==> src/rtl/switch_port_arbiter.sv <==
// ============================================================================
// Module   : switch_port_arbiter
// Brief    : Round-robin arbiter for one output port of the 16x16 switch;
//            drives the Gray-coded I/O cell select, output enable and grants.
// Revision : 1.0 - initial release
// ============================================================================
`default_nettype none

module switch_port_arbiter #(
  parameter int MAX_HOLD = 64,
  parameter int HOLD_W   = 16
) (
  input  logic        clk,
  input  logic        rst,
  input  logic        en,
  input  logic [15:0] req,
  output logic [15:0] gnt,
  output logic [3:0]  sel,
  output logic        oe,
  output logic [3:0]  grant_idx,
  output logic        busy
);

  typedef enum logic [1:0] {
    S_IDLE   = 2'd0,
    S_SETUP  = 2'd1,
    S_ACTIVE = 2'd2,
    S_TURN   = 2'd3
  } state_t;

  localparam bit                c_hold_en   = (MAX_HOLD != 0);
  localparam logic [HOLD_W-1:0] c_hold_last = (MAX_HOLD == 0) ? '0 : HOLD_W'(MAX_HOLD - 1);

  state_t            state_q, state_d;
  logic [3:0]        ptr_q, ptr_d;
  logic [3:0]        win_q, win_d;
  logic [3:0]        sel_q, sel_d;
  logic [15:0]       gnt_q, gnt_d;
  logic              oe_q, oe_d;
  logic [HOLD_W-1:0] cnt_q, cnt_d;

  logic [3:0]        rr_idx;
  logic [3:0]        rr_cand;
  logic              rr_found;
  logic              hold_done;

  // Search starts at the pointer and wraps; first requester found wins.
  always_comb begin
    rr_found = 1'b0;
    rr_idx   = ptr_q;
    rr_cand  = ptr_q;
    for (int k = 0; k < 16; k++) begin
      rr_cand = ptr_q + 4'(k);
      if (!rr_found && req[rr_cand]) begin
        rr_found = 1'b1;
        rr_idx   = rr_cand;
      end
    end
  end

  assign hold_done = c_hold_en && (cnt_q == c_hold_last);

  always_comb begin
    state_d = state_q;
    ptr_d   = ptr_q;
    win_d   = win_q;
    sel_d   = sel_q;
    gnt_d   = gnt_q;
    oe_d    = oe_q;
    cnt_d   = cnt_q;
    case (state_q)
      S_IDLE: begin
        gnt_d = '0;
        oe_d  = 1'b0;
        if (en && rr_found) begin
          win_d   = rr_idx;
          sel_d   = rr_idx ^ (rr_idx >> 1);
          state_d = S_SETUP;
        end
      end
      S_SETUP: begin
        // Winner must still be asking after the mux settled, else abandon.
        if (en && req[win_q]) begin
          state_d = S_ACTIVE;
          gnt_d   = 16'b1 << win_q;
          oe_d    = 1'b1;
          cnt_d   = '0;
        end else begin
          state_d = S_IDLE;
        end
      end
      S_ACTIVE: begin
        if (!req[win_q] || !en || hold_done) begin
          state_d = S_TURN;
          gnt_d   = '0;
          oe_d    = 1'b0;
        end else begin
          cnt_d = cnt_q + HOLD_W'(1);
        end
      end
      S_TURN: begin
        cnt_d   = '0;
        ptr_d   = win_q + 4'd1;
        state_d = S_IDLE;
      end
      default: state_d = S_IDLE;
    endcase
  end

  always_ff @(posedge clk) begin
    if (rst) begin
      state_q <= S_IDLE;
      ptr_q   <= '0;
      win_q   <= '0;
      sel_q   <= '0;
      gnt_q   <= '0;
      oe_q    <= 1'b0;
      cnt_q   <= '0;
    end else begin
      state_q <= state_d;
      ptr_q   <= ptr_d;
      win_q   <= win_d;
      sel_q   <= sel_d;
      gnt_q   <= gnt_d;
      oe_q    <= oe_d;
      cnt_q   <= cnt_d;
    end
  end

  assign gnt       = gnt_q;
  assign sel       = sel_q;
  assign oe        = oe_q;
  assign grant_idx = win_q;
  assign busy      = (state_q != S_IDLE);

endmodule

`default_nettype wire

==> config.mk <==
export PLATFORM = sky130hd
export DESIGN_NAME = switch_port_arbiter
export DESIGN_NICKNAME = d
export VERILOG_FILES = /design/src/rtl/switch_port_arbiter.sv
export SDC_FILE = /design/constraint.sdc
export NUM_CORES = 1
export LEC_CHECK = 0
export CAP_MARGIN = 20
export CORE_MARGIN = 3
export CORE_UTILIZATION = 32
export CTS_CLUSTER_DIAMETER = 50
export DETAILED_ROUTE_END_ITERATION = 7
export HOLD_SLACK_MARGIN = 0.02
export PLACE_DENSITY = 0.49
export SYNTH_ARGS = -nofsm -noshare
export SYNTH_HDL_FRONTEND = slang
export SYNTH_SLANG_ARGS = --single-unit
==> constraint.sdc <==
create_clock -name clk -period 6 [get_ports clk]
set_input_delay 0.9 -clock clk [delete_from_list [all_inputs] [get_ports clk]]
set_output_delay 0.9 -clock clk [all_outputs]
set_load 0.01 [all_outputs]
==> metrics.txt, run 1 <==
Worst VDD drop 120 uV; r2r startpoint ptr_q[0]$_SDFFE_PP0P_; Worst path slowest cell ha_1; Worst EP required 6160 ps; largest area contributor in the netlist dfxtp_1; Syn Area/Cell 8.78 sq um; initial antenna violation count 0; Die Span Y 129 um; Worst Hold Class reg2reg; Main synth FF type dfxtp_1; number of enable flip-flop cells after synthesis 0; Slew @ Worst Pin 1060 ps; Flop pwr share 0.385; async set-or-reset flop fraction in the synthesized netlist 0; power share of the combinational group 0.304; worst path buffer plus inverter count 3; clock sinks 46; clock root buffer clkbuf_16; PD cells 151 mW/mm^2; CP Class reg2reg; R2R depth 13; Filler cells 1463; hold path startpoint gnt[0]$_SDFFE_PP0P_; number of hold buffers added after cts 0; post-synth top area share 0.190; clock buffer depth 2; DRT iter0 DRCs 278; largest net degree at the start of global routing 40; vias 4514; antenna cells 0; total CTS buffers 5; Pre-antenna DRT Iters 5; hold path depth 2; Slew Limit Fails 0; CP top delay family multiplexers; I/O Buffers 44; Critical Path Start Type flip-flop; slew margin rel. 0.287; Syn Inst Count 552; Switch Pwr 0.000267 W; Critical Path, Cell by Cell inv_1 > ha_1 > clkinv_1 > mux4_2 > mux4_2 > nor3_1 > nand4_1 > o311ai_1 > buf_4 > nand2b_1 > and3b_1 > mux2i_1 > a21oi_1; flop-to-flop setup slack 1170 ps; RePlAce Congestion 0.901; first-pass GRT wire length 23.2 mm; P_int 0.000575 W; worst hold endpoint gnt[0]$_SDFFE_PP0P_; Worst Setup End Kind flip-flop; Clock Skew 3.70 ps; Net Count, Synth 585; HPWL after DPL 11.0 mm; H-tree levels 2; Crit path top cell by count mux4_2; share of cells above drive strength 1 0.148; register area share after synthesis 0.190; P_leak 1.90 nW; clock share of power 0.310; DRT antenna net count 0; Yosys cell types 71; post-cts resize count 0; worst-skew pair later-pin latency 290 ps; synthesized area 0.00485 sq mm; crit path DAT 4990 ps; Area growth, synth to finish 15.2%; Max Freq 207 MHz; initial core utilization 0.330; GRT Total Usage 0.174; clk slew on worst S/H paths 60 ps; Setup TNS 0 ps; Yosys reg bits 46; # DRC 0; Crit path largest cell delay 910 ps; CORE AREA 0.0147 sq mm; outcome finished clean; routed vias/inst 5.91; TritonCTS clock tree yes; Min Hold Slack 448 ps; Max Cap Viol 0; drt total wl 14.7 mm; switch share 0.318; Hold Violations, Final 0; grt ovf 0; die footprint 0.0167 sq mm; vias in the first global route 4302; Final nets 613; FP Rows 44; Die W 129 um; Setup Buffers After CTS 0; Ys Warns 0; IO Count 45; RSZ-0062 raised after global routing false; Reg2Reg Capture Point sel[0]$_SDFFE_PP0P_; critical path peak fanout 18; post-layout minimum cycle time 4830 ps; Period Utilization, post-route 0.804; top cells by area, synth dfxtp_1 19%, mux4_2 18%, mux2i_1 8.3%; final setup violation count 0; wire per inst 19.3 um
kinds of logic after synthesis:
family	after synthesis	synth area share
simple gates	182	0.182
compound gates	122	0.170
mux	104	0.323
buf+inv	55	0.0470
flops	46	0.190
xor+xnor	29	0.0524
fa+ha+maj	14	0.0361
placed cells by master (no fill, tap or decap), types with 4 or more instances in the layout:
master           netlist  routed
nand3_1               22      22
a21oi_1               41      41
clkdlybuf4s50_1        0      44
xnor2_1               13      13
nor2b_1                4       4
buf_4                  1      11
xor2_1                16      16
clkbuf_16              0       5
dfxtp_1               46      45
nor4_1                 5       5
ha_1                  14      14
nand2b_1               6       6
a22oi_1               13      13
mux2_2                21      21
nor3_1                13      13
o21ai_0               16      16
mux2i_1               40      40
nand4_1                7       7
nand2_1               46      46
mux2_1                 4       4
mux4_2                38      38
inv_1                 20      20
nor2_1                58      58
routing by layer:
layer | track usage | vias to the layer above | share of wire
met2 | 0.280 | 160 | 0.47
met4 | 0.0401 | 0 | 0.015
met3 | 0.0260 | 20 | 0.057
met1 | 0.248 | 2191 | 0.46
met5 | 0 | - | 0
li1 | - | 2143 | -
worst register-to-register path, stage by stage (launching register included):
cell	delay, ps
dfxtp_2	320
inv_1	120
ha_1	910
clkinv_1	580
mux4_2	600
mux4_2	600
nor3_1	260
nand4_1	230
o311ai_1	340
buf_4	230
nand2b_1	140
and3b_1	170
mux2i_1	120
a21oi_1	70
worst max path at each step:
stage / slack [ps] / cells after the start / start / endpoint
after global placement: 1100 / 13 / ptr_q[0]$_SDFFE_PP0P_ / sel[0]$_SDFFE_PP0P_
after detailed placement: 1030 / 11 / req[15] / sel[0]$_SDFFE_PP0P_
final: 1170 / 13 / ptr_q[0]$_SDFFE_PP0P_ / sel[0]$_SDFFE_PP0P_
after CTS: 1130 / 13 / ptr_q[0]$_SDFFE_PP0P_ / sel[0]$_SDFFE_PP0P_
after floorplan: 1450 / 15 / ptr_q[1]$_SDFFE_PP0P_ / sel[1]$_SDFFE_PP0P_
after global routing: 770 / 12 / ptr_q[0]$_SDFFE_PP0P_ / sel[2]$_SDFFE_PP0P_
area by class of cell:
class | count | area, sq um | area share
Sequential cell | 46 | 922 | 0.165
Timing Repair Buffer | 55 | 523 | 0.0936
Tap cell | 184 | 230 | 0.0412
Inverter | 21 | 78.8 | 0.0141
Multi-Input combinational cell | 451 | 3700 | 0.662
Clock buffer | 7 | 133 | 0.0237
power by group through the flow:
| stage | registers (W) | clock network [W] | logic, W |
|---|---|---|---|
| 6_report | 0.000324 | 0.000261 | 0.000256 |
| 5_1_grt | 0.000325 | 0.000286 | 0.000276 |
| 4_1_cts | 0.000324 | 0.000270 | 0.000255 |
| 3_5_place_dp | 0.000331 | 0 | 0.000253 |
| 3_3_place_gp | 0.000331 | 0 | 0.000254 |
| 2_1_floorplan | 0.000325 | 0 | 0.000172 |
cells in the mapped netlist (all sizes together), types with 4 or more instances:
library cell and number:
a21oi 41, a22oi 13, buf 17, clkbuf 17, dfxtp 46, ha 14, inv 20, mux2 25
mux2i 40, mux4 39, nand2 46, nand2b 6, nand3 23, nand4 7, nor2 58, nor2b 4
nor3 13, nor4 5, o21ai 17, or3 4, xnor2 13, xor2 16
stage by stage:
step	area, sq um	setup slack (ps)	std cells	util	total power [W]
after floorplan	4850	1450	552	-	0.000498
after global placement	5450	1100	757	0.371	0.000586
after detailed placement	5450	1030	757	0.371	0.000585
after CTS	5590	1130	764	0.380	0.000849
after global routing	5590	775	764	0.380	0.000887
final	5590	1170	764	0.380	0.000842
state kept, by name (all words and copies together) (netlist names), named ones only:
name	cells
ptr_q	4
sel	3
state_q	1
cnt_q	16
grant_idx	4
gnt	16
oe	1
Power figures use the tool's default switching activity.
==> run 2, diff against run 1 <==
==> constraint.sdc (replaced) <==
create_clock -name clk -period 4.8 [get_ports clk]
set_input_delay 0.72 -clock clk [delete_from_list [all_inputs] [get_ports clk]]
set_output_delay 0.72 -clock clk [all_outputs]
set_load 0.01 [all_outputs]
==> run 2 against run 1 <==
  * Combinational power is 32% higher
  * First-iteration DRC count is 36% higher
  * Critical endpoint unchanged
  * Critical path depth is 1 lower
  * Clock skew is 1.9 ps higher
  * Largest cell class unchanged
==> metrics.txt, run 2 (synthesis results as in run 1) <==
outcome finished clean (unchanged); wire per inst 19.4 um (was 19.3 um); largest net degree at the start of global routing 40 (unchanged); RePlAce Congestion 0.880 (was 0.901); routed vias/inst 5.89 (was 5.91); Worst Hold Class reg2reg (unchanged); H-tree levels 2 (unchanged); drt total wl 15.1 mm (was 14.7 mm); initial antenna violation count 0 (unchanged); commonest non-fill, non-tap cells in the layout 58 x nor2_1, 46 x nand2_1, 45 x dfxtp_1 (unchanged); met1 GRT Util 0.259 (was 0.248); clk slew on worst S/H paths 60 ps (about the same); Worst VDD drop 135 uV (was 120 uV); Area growth, synth to finish 17.9% (was 15.2%); fin cells 781 (was 764); post-layout minimum cycle time 4310 ps; Setup TNS 0 ps (unchanged); share of cells above drive strength 1 0.176 (was 0.148); IO Count 45 (unchanged); met2 Usage GRT 0.283 (was 0.280); critical path peak fanout 9 (was 18); commonest non-fill, non-tap cell in the layout nor2_1 (unchanged); placed cell areas 0.00557 sq mm (was 0.00545 sq mm); Worst path slowest cell clkdlybuf4s50_1 (was ha_1); CP top delay family multiplexers (unchanged); first-pass GRT wire length 24.3 mm (was 23.2 mm); clock sinks 46 (unchanged); worst hold endpoint gnt[1]$_SDFFE_PP0P_ (was gnt[0]$_SDFFE_PP0P_); Worst EP required 4960 ps (was 6160 ps); CORE AREA 0.0147 sq mm (unchanged); final instance area 0.00572 sq mm (was 0.00559 sq mm); Pre-antenna DRT Iters 5 (unchanged); Max Freq 232 MHz; grt ovf 0 (unchanged); DRT antenna net count 0 (unchanged); Hold Violations, Final 0 (unchanged); antenna cells 0 (unchanged); clock buffer depth 2 (unchanged); clock root buffer clkbuf_16 (unchanged); r2r startpoint ptr_q[0]$_SDFFE_PP0P_ (unchanged); placed insts 773 (was 757); DRT iter0 DRCs 378 (was 278); final setup violation count 0 (unchanged); R2R depth 11 (was 13); FP Rows 44 (unchanged); I/O Buffers 44 (unchanged); Final nets 630 (was 613); Max Cap Viol 0 (unchanged); worst path buffer plus inverter count 2 (was 3); Slew Limit Fails 0 (unchanged); number of hold buffers added after cts 0 (unchanged); post-cts resize count 0 (unchanged); initial core utilization 0.330 (unchanged); GRT Total Usage 0.182 (was 0.174); vias in the first global route 4523 (was 4302); Critical Path Start Type input port (was flip-flop); gr busiest metal met2 (unchanged); crit path DAT 4470 ps (was 4990 ps); met3 usage 0.0289 (was 0.0260); TritonCTS clock tree yes (unchanged); HPWL after DPL 11.5 mm (was 11.0 mm); Period Utilization, post-route 0.899; Crit path largest cell delay 590 ps (was 910 ps); worst-skew pair later-pin latency 290 ps (about the same); Die Span Y 129 um (unchanged); Setup Buffers After CTS 0 (unchanged); hold path depth 2 (unchanged); # DRC 0 (unchanged); die footprint 0.0167 sq mm (unchanged); hold path startpoint gnt[1]$_SDFFE_PP0P_ (was gnt[0]$_SDFFE_PP0P_); Slew @ Worst Pin 672 ps (was 1060 ps); CP Class in2reg (was reg2reg); slew margin rel. 0.551 (was 0.287); Clock Skew 5.55 ps (was 3.70 ps); flop-to-flop setup slack 590 ps (was 1170 ps); RSZ-0062 raised after global routing false (unchanged); vias 4599 (was 4514); Worst Setup End Kind flip-flop (unchanged); PD cells 188 mW/mm^2 (was 151 mW/mm^2); Die W 129 um (unchanged); total CTS buffers 5 (unchanged); P_leak 1.99 nW (was 1.90 nW); Reg2Reg Capture Point sel[0]$_SDFFE_PP0P_ (unchanged); Critical Path, Cell by Cell clkdlybuf4s50_1 > mux2_1 > mux2_2 > mux4_2 > nor4b_4 > buf_4 > nand2_1 > o22ai_1 > a22oi_1 > a31oi_1 > mux2i_1 > a21oi_1 (was inv_1 > ha_1 > clkinv_1 > mux4_2 > mux4_2 > nor3_1 > nand4_1 > o311ai_1 > buf_4 > nand2b_1 > and3b_1 > mux2i_1 > a21oi_1)
-- run 2: cell count changes in the layout (fill, tap and decap cells not counted), sizes merged --
cell    delta
clkinv     +2
buf       +17
clkbuf     -2
-- run 2: power by group --
group / switching [W] / total, W / internal, W
Sequential: 0.0000112 / 0.000401 / 0.000390
Combinational: 0.000190 / 0.000337 / 0.000146
Clock: 0.000147 / 0.000336 / 0.000188
Total: 0.000349 / 0.00107 / 0.000725
-- run 2: area by class of cell --
class | instances | area [sq um]
Fill cell | 1490 | 8980
Multi-Input combinational cell | 451 | 3700
Sequential cell | 46 | 922
Timing Repair Buffer | 72 | 651
Tap cell | 184 | 230
Clock buffer | 5 | 125
Inverter | 21 | 78.8
Clock inverter | 2 | 10.0
-- run 2: worst min-delay path, cell delays in order (launching register included) --
cell and delay [ps]:
dfxtp_1 310, nand2_1 50, a21oi_1 50
-- run 2: routing by layer --
layer	wire, um	part of all wire
met1	6910	0.46
met2	6980	0.46
met3	862	0.057
met5	0	0
met4	388	0.026
-- run 2: through the flow --
stage	hold WS, ps	total power, W	setup slack (ps)	utilization
after floorplan	449	0.000622	247	-
after global placement	442	0.000740	317	0.379
after detailed placement	445	0.000741	206	0.379
after CTS	463	0.00108	507	0.388
after global routing	490	0.00114	157	0.389
final	457	0.00107	486	0.389
-- run 2: how the worst max path moves through the flow --
stage	cells past startpoint	from	end
after floorplan	15	ptr_q[1]$_SDFFE_PP0P_	sel[1]$_SDFFE_PP0P_
after global placement	12	req[1]	sel[1]$_SDFFE_PP0P_
after detailed placement	12	req[0]	sel[0]$_SDFFE_PP0P_
after CTS	12	req[0]	sel[0]$_SDFFE_PP0P_
after global routing	12	ptr_q[0]$_SDFFE_PP0P_	sel[1]$_SDFFE_PP0P_
final	12	req[1]	sel[0]$_SDFFE_PP0P_
==> run 3, diff against run 2 <==
--- a/config.mk
+++ b/config.mk
@@ -5,13 +5,14 @@
 export SDC_FILE = /design/constraint.sdc
 export NUM_CORES = 1
 export LEC_CHECK = 0
-export CAP_MARGIN = 20
 export CORE_MARGIN = 3
 export CORE_UTILIZATION = 32
 export CTS_CLUSTER_DIAMETER = 50
 export DETAILED_ROUTE_END_ITERATION = 7
 export HOLD_SLACK_MARGIN = 0.02
 export PLACE_DENSITY = 0.49
+export SETUP_SLACK_MARGIN = 0.02
+export SLEW_MARGIN = 20
 export SYNTH_ARGS = -nofsm -noshare
 export SYNTH_HDL_FRONTEND = slang
 export SYNTH_SLANG_ARGS = --single-unit
==> run 3 against run 2 <==
  * Clock skew shrank 1.3 ps
  * Worst setup slack gained 14 ps
  * Via count grew 0.65%
  * Power grew 0.98%
  * Register-to-register slack is essentially flat
  * Fmax grew 0.32%
  * Final area is essentially flat
  * Sequential power is essentially flat
  * Sequential cell count is the same
  * Critical endpoint unchanged
  * Largest cell class unchanged
  * Largest power group unchanged
  * Highest routed layer unchanged
==> metrics.txt, run 3 (synthesis results as in run 1) <==
FF+latch area 922 sq um (unchanged); total CTS buffers 5 (unchanged); Die W 129 um (unchanged); R2R depth 12 (was 11); Slew Limit Fails 0 (unchanged); Multi-input gate area 0.00371 sq mm (was 0.00370 sq mm); first-pass GRT wire length 24.2 mm (was 24.3 mm); IO Count 45 (unchanged); worst path buffer plus inverter count 2 (unchanged); Critical Path Start Type input port (unchanged); FP Rows 44 (unchanged); vias 4629 (was 4599); slew margin rel. 0.268 (was 0.551); Area growth, synth to finish 18.0% (was 17.9%); wire per inst 19.4 um (about the same); Max Freq 233 MHz (was 232 MHz); clock buffer depth 2 (unchanged); flop-to-flop setup slack 580 ps (was 590 ps); Worst path slowest cell clkdlybuf4s50_1 (unchanged); GRT Total Usage 0.181 (was 0.182); Period Utilization, post-route 0.896 (was 0.899); worst-skew pair later-pin latency 290 ps (about the same); crit path from req[0] (was req[1]); HPWL after DPL 11.5 mm (about the same); CP top delay family multiplexers (unchanged); final core occ 0.389 (about the same); Crit path largest cell delay 600 ps (was 590 ps); critical path peak fanout 9 (unchanged); commonest non-fill, non-tap cells in the layout 58 x nor2_1, 46 x nand2_1, 45 x dfxtp_1 (unchanged); vias in the first global route 4382 (was 4523); grt ovf 0 (unchanged); RSZ-0062 raised after global routing false (unchanged); I/O Buffers 44 (unchanged); Die Span Y 129 um (unchanged); antenna cells 0 (unchanged); Filler cells 1475 (was 1490); CP Class in2reg (unchanged); PD cells 190 mW/mm^2 (was 188 mW/mm^2); share of cells above drive strength 1 0.176 (about the same); gr busiest metal met2 (unchanged); clock root buffer clkbuf_16 (unchanged); initial antenna violation count 0 (unchanged); Clock Skew 4.20 ps (was 5.55 ps); DRT iter0 DRCs 374 (was 378); clk slew on worst S/H paths 70 ps (was 60 ps); Crit path depth 12 (unchanged); Setup TNS 0 ps (unchanged); TritonCTS clock tree yes (unchanged); DRT antenna net count 0 (unchanged); outcome finished clean (unchanged); die footprint 0.0167 sq mm (unchanged); crit path DAT 4470 ps (about the same); # DRC 0 (unchanged); final setup violation count 0 (unchanged); clock sinks 46 (unchanged); Worst VDD drop 146 uV (was 135 uV); met3 usage 0.0297 (was 0.0289); RePlAce Congestion 0.880 (unchanged); met1 GRT Util 0.258 (was 0.259); CORE AREA 0.0147 sq mm (unchanged); Setup Buffers After CTS 0 (unchanged); drt total wl 15.1 mm (about the same); Critical Path, Cell by Cell clkdlybuf4s50_1 > mux2_1 > mux2_2 > mux4_2 > nor4b_4 > buf_4 > nand2_1 > o22ai_1 > a22oi_1 > a31oi_1 > mux2i_1 > a21oi_1 (unchanged); largest net degree at the start of global routing 40 (unchanged); Worst EP required 4970 ps (was 4960 ps); post-cts resize count 0 (unchanged); P_leak 1.99 nW (about the same); CP Capture Point sel[0]$_SDFFE_PP0P_ (unchanged); number of hold buffers added after cts 0 (unchanged); routed vias/inst 5.93 (was 5.89); Reg2Reg Capture Point sel[1]$_SDFFE_PP0P_ (was sel[0]$_SDFFE_PP0P_); Slew @ Worst Pin 1090 ps (was 672 ps); Pre-antenna DRT Iters 5 (unchanged); Worst Hold Class reg2reg (unchanged); met2 Usage GRT 0.287 (was 0.283); commonest non-fill, non-tap cell in the layout nor2_1 (unchanged); Final nets 628 (was 630); Worst Setup End Kind flip-flop (unchanged); Hold Violations, Final 0 (unchanged); Max Cap Viol 0 (unchanged); r2r startpoint ptr_q[0]$_SDFFE_PP0P_ (unchanged); initial core utilization 0.330 (unchanged); post-layout minimum cycle time 4300 ps (was 4310 ps); H-tree levels 2 (unchanged)
run 3: through the flow:
step / total power [W] / hold WS [ps] / worst slack, ps / cell area [sq um] / instances
after floorplan: 0.000622 / 449 / 247 / 4850 / 552
after global placement: 0.000740 / 442 / 317 / 5570 / 772
after detailed placement: 0.000740 / 448 / 259 / 5570 / 772
after CTS: 0.00109 / 463 / 550 / 5720 / 780
after global routing: 0.00114 / 478 / 126 / 5720 / 780
final: 0.00108 / 455 / 500 / 5720 / 780
run 3: metal layers:
layer  part of all wire  up-vias  wire (um)
met2               0.47      174       7030
met4              0.022        0        327
met5                  0        -          0
met3              0.061       26        916
li1                   -     2171          -
met1               0.45     2258       6850
run 3: worst min-delay path by stage:
stage | start | endpoint | slack [ps] | cells after the start
after floorplan | cnt_q[1]$_SDFFE_PP0P_ | cnt_q[1]$_SDFFE_PP0P_ | 450 | 2
after global placement | gnt[2]$_SDFFE_PP0P_ | gnt[2]$_SDFFE_PP0P_ | 440 | 2
after CTS | gnt[3]$_SDFFE_PP0P_ | gnt[3]$_SDFFE_PP0P_ | 460 | 2
after detailed placement | gnt[5]$_SDFFE_PP0P_ | gnt[5]$_SDFFE_PP0P_ | 450 | 2
after global routing | gnt[0]$_SDFFE_PP0P_ | gnt[0]$_SDFFE_PP0P_ | 480 | 2
final | gnt[0]$_SDFFE_PP0P_ | gnt[0]$_SDFFE_PP0P_ | 460 | 2
run 3: area by class of cell:
| cell class | count | share of cell area |
|---|---|---|
| Clock buffer | 5 | 0.0219 |
| Tap cell | 184 | 0.0403 |
| Clock inverter | 3 | 0.00372 |
| Sequential cell | 46 | 0.161 |
| Inverter | 21 | 0.0138 |
| Multi-Input combinational cell | 451 | 0.648 |
| Timing Repair Buffer | 70 | 0.111 |
run 3: where the power goes:
group | switching, W | internal, W | total (W)
Combinational | 0.000191 | 0.000144 | 0.000336
Sequential | 0.0000111 | 0.000390 | 0.000401
Clock | 0.000155 | 0.000193 | 0.000348
run 3: worst min-delay path: cells and delay by family (launching register included):
| kind | cells | cell delay [ps] |
|---|---|---|
| AOI/OAI and AO/OA | 1 | 50 |
| DFF | 1 | 310 |
| and+or+nand+nor | 1 | 50 |
